===== config.mk =====
export PLATFORM = sky130hd
export DESIGN_NAME = seq_detector
export DESIGN_NICKNAME = d
export VERILOG_FILES = /design/src/rtl/seq_detector_pkg.sv /design/src/rtl/sat_counter.sv /design/src/rtl/seq_detector.sv
export SDC_FILE = /design/constraint.sdc
export NUM_CORES = 1
export LEC_CHECK = 0
export CORE_MARGIN = 1.5
export CORE_UTILIZATION = 50
export CTS_CLUSTER_DIAMETER = 150
export DETAILED_ROUTE_END_ITERATION = 6
export PLACE_DENSITY = 0.78
export SYNTH_ARGS = -nofsm -noshare
export SYNTH_HDL_FRONTEND = slang
export SYNTH_SLANG_ARGS = --single-unit
export TNS_END_PERCENT = 1

===== constraint.sdc =====
create_clock -name clk -period 2.7 [get_ports clk]
set_input_delay 0.54 -clock clk [delete_from_list [all_inputs] [get_ports clk]]
set_output_delay 0.54 -clock clk [all_outputs]
set_load 0.1 [all_outputs]

===== src/rtl/seq_detector_pkg.sv =====
// Shared definitions for the serial pattern detector.
//   state_t : detector FSM state encoding (IDLE / FILL / RUN)
//   W_DEF   : default pattern length in bits
//   CW_DEF  : default match-counter width
package seq_detector_pkg;

    localparam int unsigned W_DEF  = 5;
    localparam int unsigned CW_DEF = 16;

    typedef enum logic [1:0] {
        ST_IDLE = 2'd0,
        ST_FILL = 2'd1,
        ST_RUN  = 2'd2
    } state_t;

endpackage


===== src/rtl/sat_counter.sv =====
// Saturating up-counter with synchronous clear.
//   clk, reset : clock, asynchronous active-high reset
//   clr        : synchronous clear, wins over inc
//   inc        : add one this cycle (held at all-ones once reached)
//   count      : registered count value
module sat_counter #(
    parameter int unsigned CW = 16
) (
    input  logic          clk,
    input  logic          reset,
    input  logic          clr,
    input  logic          inc,
    output logic [CW-1:0] count
);

    always_ff @(posedge clk or posedge reset) begin
        if (reset) begin
            count <= '0;
        end else if (clr) begin
            count <= '0;
        end else if (inc && (count != '1)) begin
            count <= count + CW'(1);
        end
    end

endmodule


===== src/rtl/seq_detector.sv =====
// Serial bit-pattern detector with overlapping match detection.
// Optional match counter is built only when SEQ_DETECTOR_COUNT_EN is defined.
//   clk, reset  : clock, asynchronous active-high reset
//   pattern     : target sequence, pattern[0] is the earliest bit in time
//   load        : latch pattern and restart detection (wins over in_valid)
//   in_bit      : serial data bit
//   in_valid    : qualifies in_bit this cycle
//   detect      : one-cycle registered pulse, one cycle after the completing bit
//   armed       : high while the FSM is in RUN
//   count_clr   : synchronous clear of match_count   (SEQ_DETECTOR_COUNT_EN only)
//   match_count : saturating count of detect pulses  (SEQ_DETECTOR_COUNT_EN only)
module seq_detector
    import seq_detector_pkg::*;
#(
    parameter int unsigned W  = W_DEF,
    parameter int unsigned CW = CW_DEF
) (
    input  logic         clk,
    input  logic         reset,
    input  logic [0:W-1] pattern,
    input  logic         load,
    input  logic         in_bit,
    input  logic         in_valid,
    output logic         detect,
    output logic         armed
`ifdef SEQ_DETECTOR_COUNT_EN
    ,
    input  logic          count_clr,
    output logic [CW-1:0] match_count
`endif
);

    // Fill counter must be able to hold the value W itself.
    localparam int unsigned FW = $clog2(W + 1);

    if ((W < 2) || (W > 16) || (CW < 1)) begin : g_param_check
        $error("seq_detector: illegal parameters W=%0d CW=%0d", W, CW);
    end

    state_t        state;
    logic [0:W-1]  pat_q;
    logic [0:W-1]  hist;
    logic [FW-1:0] fill;

    logic          accept_c;
    logic [0:W-1]  hist_next_c;
    logic [FW-1:0] fill_next_c;
    logic          full_next_c;
    logic          hit_c;

    // Bits are only consumed once a pattern exists, and never on a load cycle.
    assign accept_c    = in_valid && !load && (state != ST_IDLE);
    // Oldest bit sits at index 0, matching the pattern's time ordering.
    assign hist_next_c = {hist[1:W-1], in_bit};
    assign fill_next_c = (fill == FW'(W)) ? fill : fill + FW'(1);
    assign full_next_c = (fill_next_c == FW'(W));
    assign hit_c       = accept_c && full_next_c && (hist_next_c == pat_q);

    // Detector FSM with registered detect/armed.
    always_ff @(posedge clk or posedge reset) begin
        if (reset) begin
            state  <= ST_IDLE;
            pat_q  <= '0;
            hist   <= '0;
            fill   <= '0;
            detect <= 1'b0;
            armed  <= 1'b0;
        end else begin
            detect <= 1'b0;
            if (load) begin
                pat_q <= pattern;
                hist  <= '0;
                fill  <= '0;
                state <= ST_FILL;
                armed <= 1'b0;
            end else if (accept_c) begin
                hist   <= hist_next_c;
                fill   <= fill_next_c;
                detect <= hit_c;
                if (full_next_c) begin
                    state <= ST_RUN;
                    armed <= 1'b1;
                end
            end
        end
    end

`ifdef SEQ_DETECTOR_COUNT_EN
    sat_counter #(
        .CW (CW)
    ) u_sat_counter (
        .clk   (clk),
        .reset (reset),
        .clr   (count_clr),
        .inc   (detect),
        .count (match_count)
    );
`endif

endmodule


### After elaboration in Yosys (flattened, before gate mapping)

Cells that the tools add are included.

* flip-flop bits (word level): 16
* output and inout bits: 2
* bits of input ports: 10
* word-level logic and storage cells: 32

* reduce and logical (&&, ||, !) cells: 9
* add/subtract/negate cells: 1
* equality and inequality tests: 3
* mux-type cells: 13

Operators with widths (number)
* $mux 3: 3
* $mux 4: 2
* $eq 3x3->1 const B: 2
* $mux 2: 3
* $reduce_bool 2->1: 3
* $eq 5x5->1: 1
* $mux 1: 5
* $logic_and 1x1->1: 4
* $add 3x1->3 const B: 1
* $reduce_and 2->1: 1
* $logic_not 1->1: 1

### Logic depth before layout (Yosys ltp)

* depth in word-level cells: 7
* gate-level depth with buffers: 6
* gate-level depth less buffers: 6

### Least setup slack after synthesis

OpenSTA, ideal clock, no wires.

* path type: flip-flop to flip-flop
* start point: reg, netlist name armed
* end point: reg fill[1]
* data arrival time: 1.586 ns
* data required time: 2.606 ns
* path slack: 1.020 ns
* path buffers: 0
* cell stages (with the launch flop): 5
* library setup time: 0.094 ns
* cells stage by stage: dfrtp_1 o21ai_2 a21oi_2 nor2_1 a211oi_1

RTL lines
* end signal, assigned: RTL line seq_detector.sv:78 `fill <= fill_next_c;`
* end, declared: RTL line seq_detector.sv:43 `logic [FW-1:0] fill;`

### Final worst setup path

* start point: in load
* end point: reg pat_q[2] (netlist bit)

RTL lines
* start, declared: RTL line seq_detector.sv:21 `input logic load,`
* end signal, assigned: RTL line seq_detector.sv:71 `pat_q <= pattern;`
* end, declared: RTL line seq_detector.sv:41 `logic [0:W-1] pat_q;`

No word-level cell between the ends.

==> reports/metrics.yaml <==
die_area_sq_mm: 0.001686
met2_usage: 0.2930
critPathKind: "in -> reg"
cts_buffers: 3
rrSetupSlack_ps: 1360
io_buffers: 11
viasPerCell: 5.340
syn_avg_cell_area_sq_um: 10.98
h-tree-depth: 1
clock_skew_ps: 5.629
slew_viol_final: 0
power.leakage_nw: 0.3742
final.setup.worst_slack_ps: 1092
slowest_delay_ps: 850
cts_tree: "done"
p_total_w: 0.0004478
crit_fanout: 16
antenna_found_initial: 0
drtPass1Iterations: 4
clock.fmax_mhz: 622.0
met1_usage: 0.2371
antennaDiodeCount: 0
r2r_end: "detect"
relSlewSlack: 0.6000
n_fill_cell: 113
r2r_start: "fill[0]"
synth_seq_area_share: 0.5181
cts_sinks: 15
hold_class: "reg -> reg"
pin_count: 12
insertion_delay_ps: 280
crit_family: "buffers and inverters"
worstPathRequired_ps: 2870
placementRows: 13
slowest_stage: "clkdlybuf4s50_1"
critPathArrivalTime_ps: 1770
place_congestion: 0.7004
cap_violations: 0
wirelength_mm: 1.206
fin_crit_ps: 1608
holdBufCountCts: 0
whs_path_depth: 1
ctsResizeCount: 0
ys_ff_latch: 15
postCtsSetupRepairBufs: 0
drc: 0
ant_nets: 0
synth_nets: 78
grt_pass1_wl_mm: 1.987
routedWlPerCell_microns: 12.83
reg2reg_depth: 5
clkTransAtPathRegs_ps: 90
yosys_warnings: 0
period_share: 0.5955
cts.path.max_buffers: 2
netlist_instances: 66
worst_setup_path_start_kind: "primary input"
fin_util: 0.6463
grt_setup_unrepaired: "false"
crit_path_end_kind: "flip-flop"
ys_types: 24
finalHoldViolations: 0
grt_pass1_vias: 462
tns_ps: 0
grt_overflow_total: 0
synth_top_area_cell: "dfrtp_1"
die_w_microns: 41.07
start_util: 0.5432
met3_usage: 0.09783
final_nets: 92
place_hpwl_microns: 871.7
p_per_area_mw_per_mm2: 519.4
grt_max_degree: 17
worst_pin_slew_ps: 598.1
areaGrowthSynthToFinish_pct: 19.00
hold_start: "pat_q[1]"
netlist_top_cells_area: "dfrtp_1 (52%), mux2_1 (7.8%), xnor2_1 (6.0%)"
crit_buf_inv: 1
drt_iter0_markers: 7
vias: 502
status: "finished, final reports clean"
vdd.ir_drop.worst_mv: 0.3933
coreArea_sq_mm: 0.001334
dieHeight_microns: 41.07
clk_root_buffer_cell: "clkbuf_4"
min_to: "pat_q[1]"
grt_busiest_layer: "met2"
grt.total_usage: 0.1954
synth_top_cell_area_share: 0.5181
syn-cell-area_sq_um: 724.4
pre_cts_slack_ps: 789.1
cp_cell_sequence: "clkdlybuf4s50_1, mux2_1"
drive_above_1_share: 0.1266
setup_viol: 0
[worst max-delay path by stage]
stage                      from       end  depth (start not counted)
after global placement     load  pat_q[4]                          2
after detailed placement   load  pat_q[2]                          2
after floorplan           armed   fill[1]                          4
after global routing       load  pat_q[2]                          2
after CTS                  load  pat_q[2]                          2
final                      load  pat_q[2]                          2
[layout make-up]
type / count / area [sq um] / area share
Multi-Input combinational cell: 46 / 325.3 / 0.3774
Timing Repair Buffer: 11 / 105.1 / 0.1219
Inverter: 3 / 11.26 / 0.01306
Tap cell: 15 / 18.77 / 0.02177
Clock buffer: 4 / 26.28 / 0.03048
Sequential cell: 15 / 375.4 / 0.4354
[Yosys cell counts (all sizes together)]
cell and instances:
buf 2, inv 3, a31oi 1, ha 2, o21ai 2, mux2 5
nor2 5, o21a 1, a22o 1, xnor2 5, xor2 1, a211oi 1
and3 1, nand4 2, nor3 2, a21oi 6, and4b 1, dfrtp 15
nand2b 1, mux2i 1, nand2 8
[where the power goes]
part	total, W	internal [W]	switching [W]
sequential	0.000249	0.000238	0.0000114
combinational	0.0000717	0.0000360	0.0000357
clock	0.000127	0.0000574	0.0000692
total	0.000448	0.000332	0.000116
[cells in the final DEF (no fill, tap or decap)]
| cell | n |
|---|---|
| a211oi_1 | 1 |
| a21oi_1 | 5 |
| a21oi_2 | 1 |
| a22o_1 | 1 |
| a31oi_1 | 1 |
| and3_1 | 1 |
| and4b_1 | 1 |
| buf_4 | 2 |
| clkbuf_1 | 1 |
| clkbuf_4 | 3 |
| clkdlybuf4s50_1 | 9 |
| dfrtp_1 | 15 |
| ha_1 | 2 |
| inv_1 | 3 |
| mux2_1 | 5 |
| mux2i_1 | 1 |
| nand2_1 | 8 |
| nand2b_1 | 1 |
| nand4_1 | 2 |
| nor2_1 | 5 |
| nor3_1 | 1 |
| nor3_2 | 1 |
| o21a_2 | 1 |
| o21ai_2 | 2 |
| xnor2_1 | 5 |
| xor2_1 | 1 |
[state kept, by name (all words and copies together) (netlist names)]
register,cells
pat_q,5
armed,1
fill,3
detect,1
hist,4
state,1
[layer usage]
| metal | part of all wire | up-vias |
|---|---|---|
| met4 | 0.017 | 0 |
| li1 | - | 254 |
| met1 | 0.45 | 232 |
| met3 | 0.066 | 4 |
| met5 | 0 | - |
| met2 | 0.47 | 12 |
[cell families (layout without fill, tap and decap cells)]
| kind of cell | count (synthesis) | count (layout) | share of synthesized area |
|---|---|---|---|
| fa+ha+maj | 2 | 2 | 0.03454 |
| mux | 6 | 6 | 0.09153 |
| xor+xnor | 6 | 6 | 0.07254 |
| flops | 15 | 15 | 0.5181 |
| compound gates | 12 | 12 | 0.1140 |
| simple gates | 20 | 20 | 0.1364 |
| buf+inv | 5 | 18 | 0.03281 |
[stage by stage]
stage,hold WS (ps),instances,area (sq um)
after floorplan,441.5,66,724.4
after global placement,492.9,90,835.8
after detailed placement,503.0,90,835.8
after CTS,523.7,94,862.1
after global routing,540.4,94,862.1
final,517.6,94,862.1
Note: power is estimated with default switching activity, not from simulation.
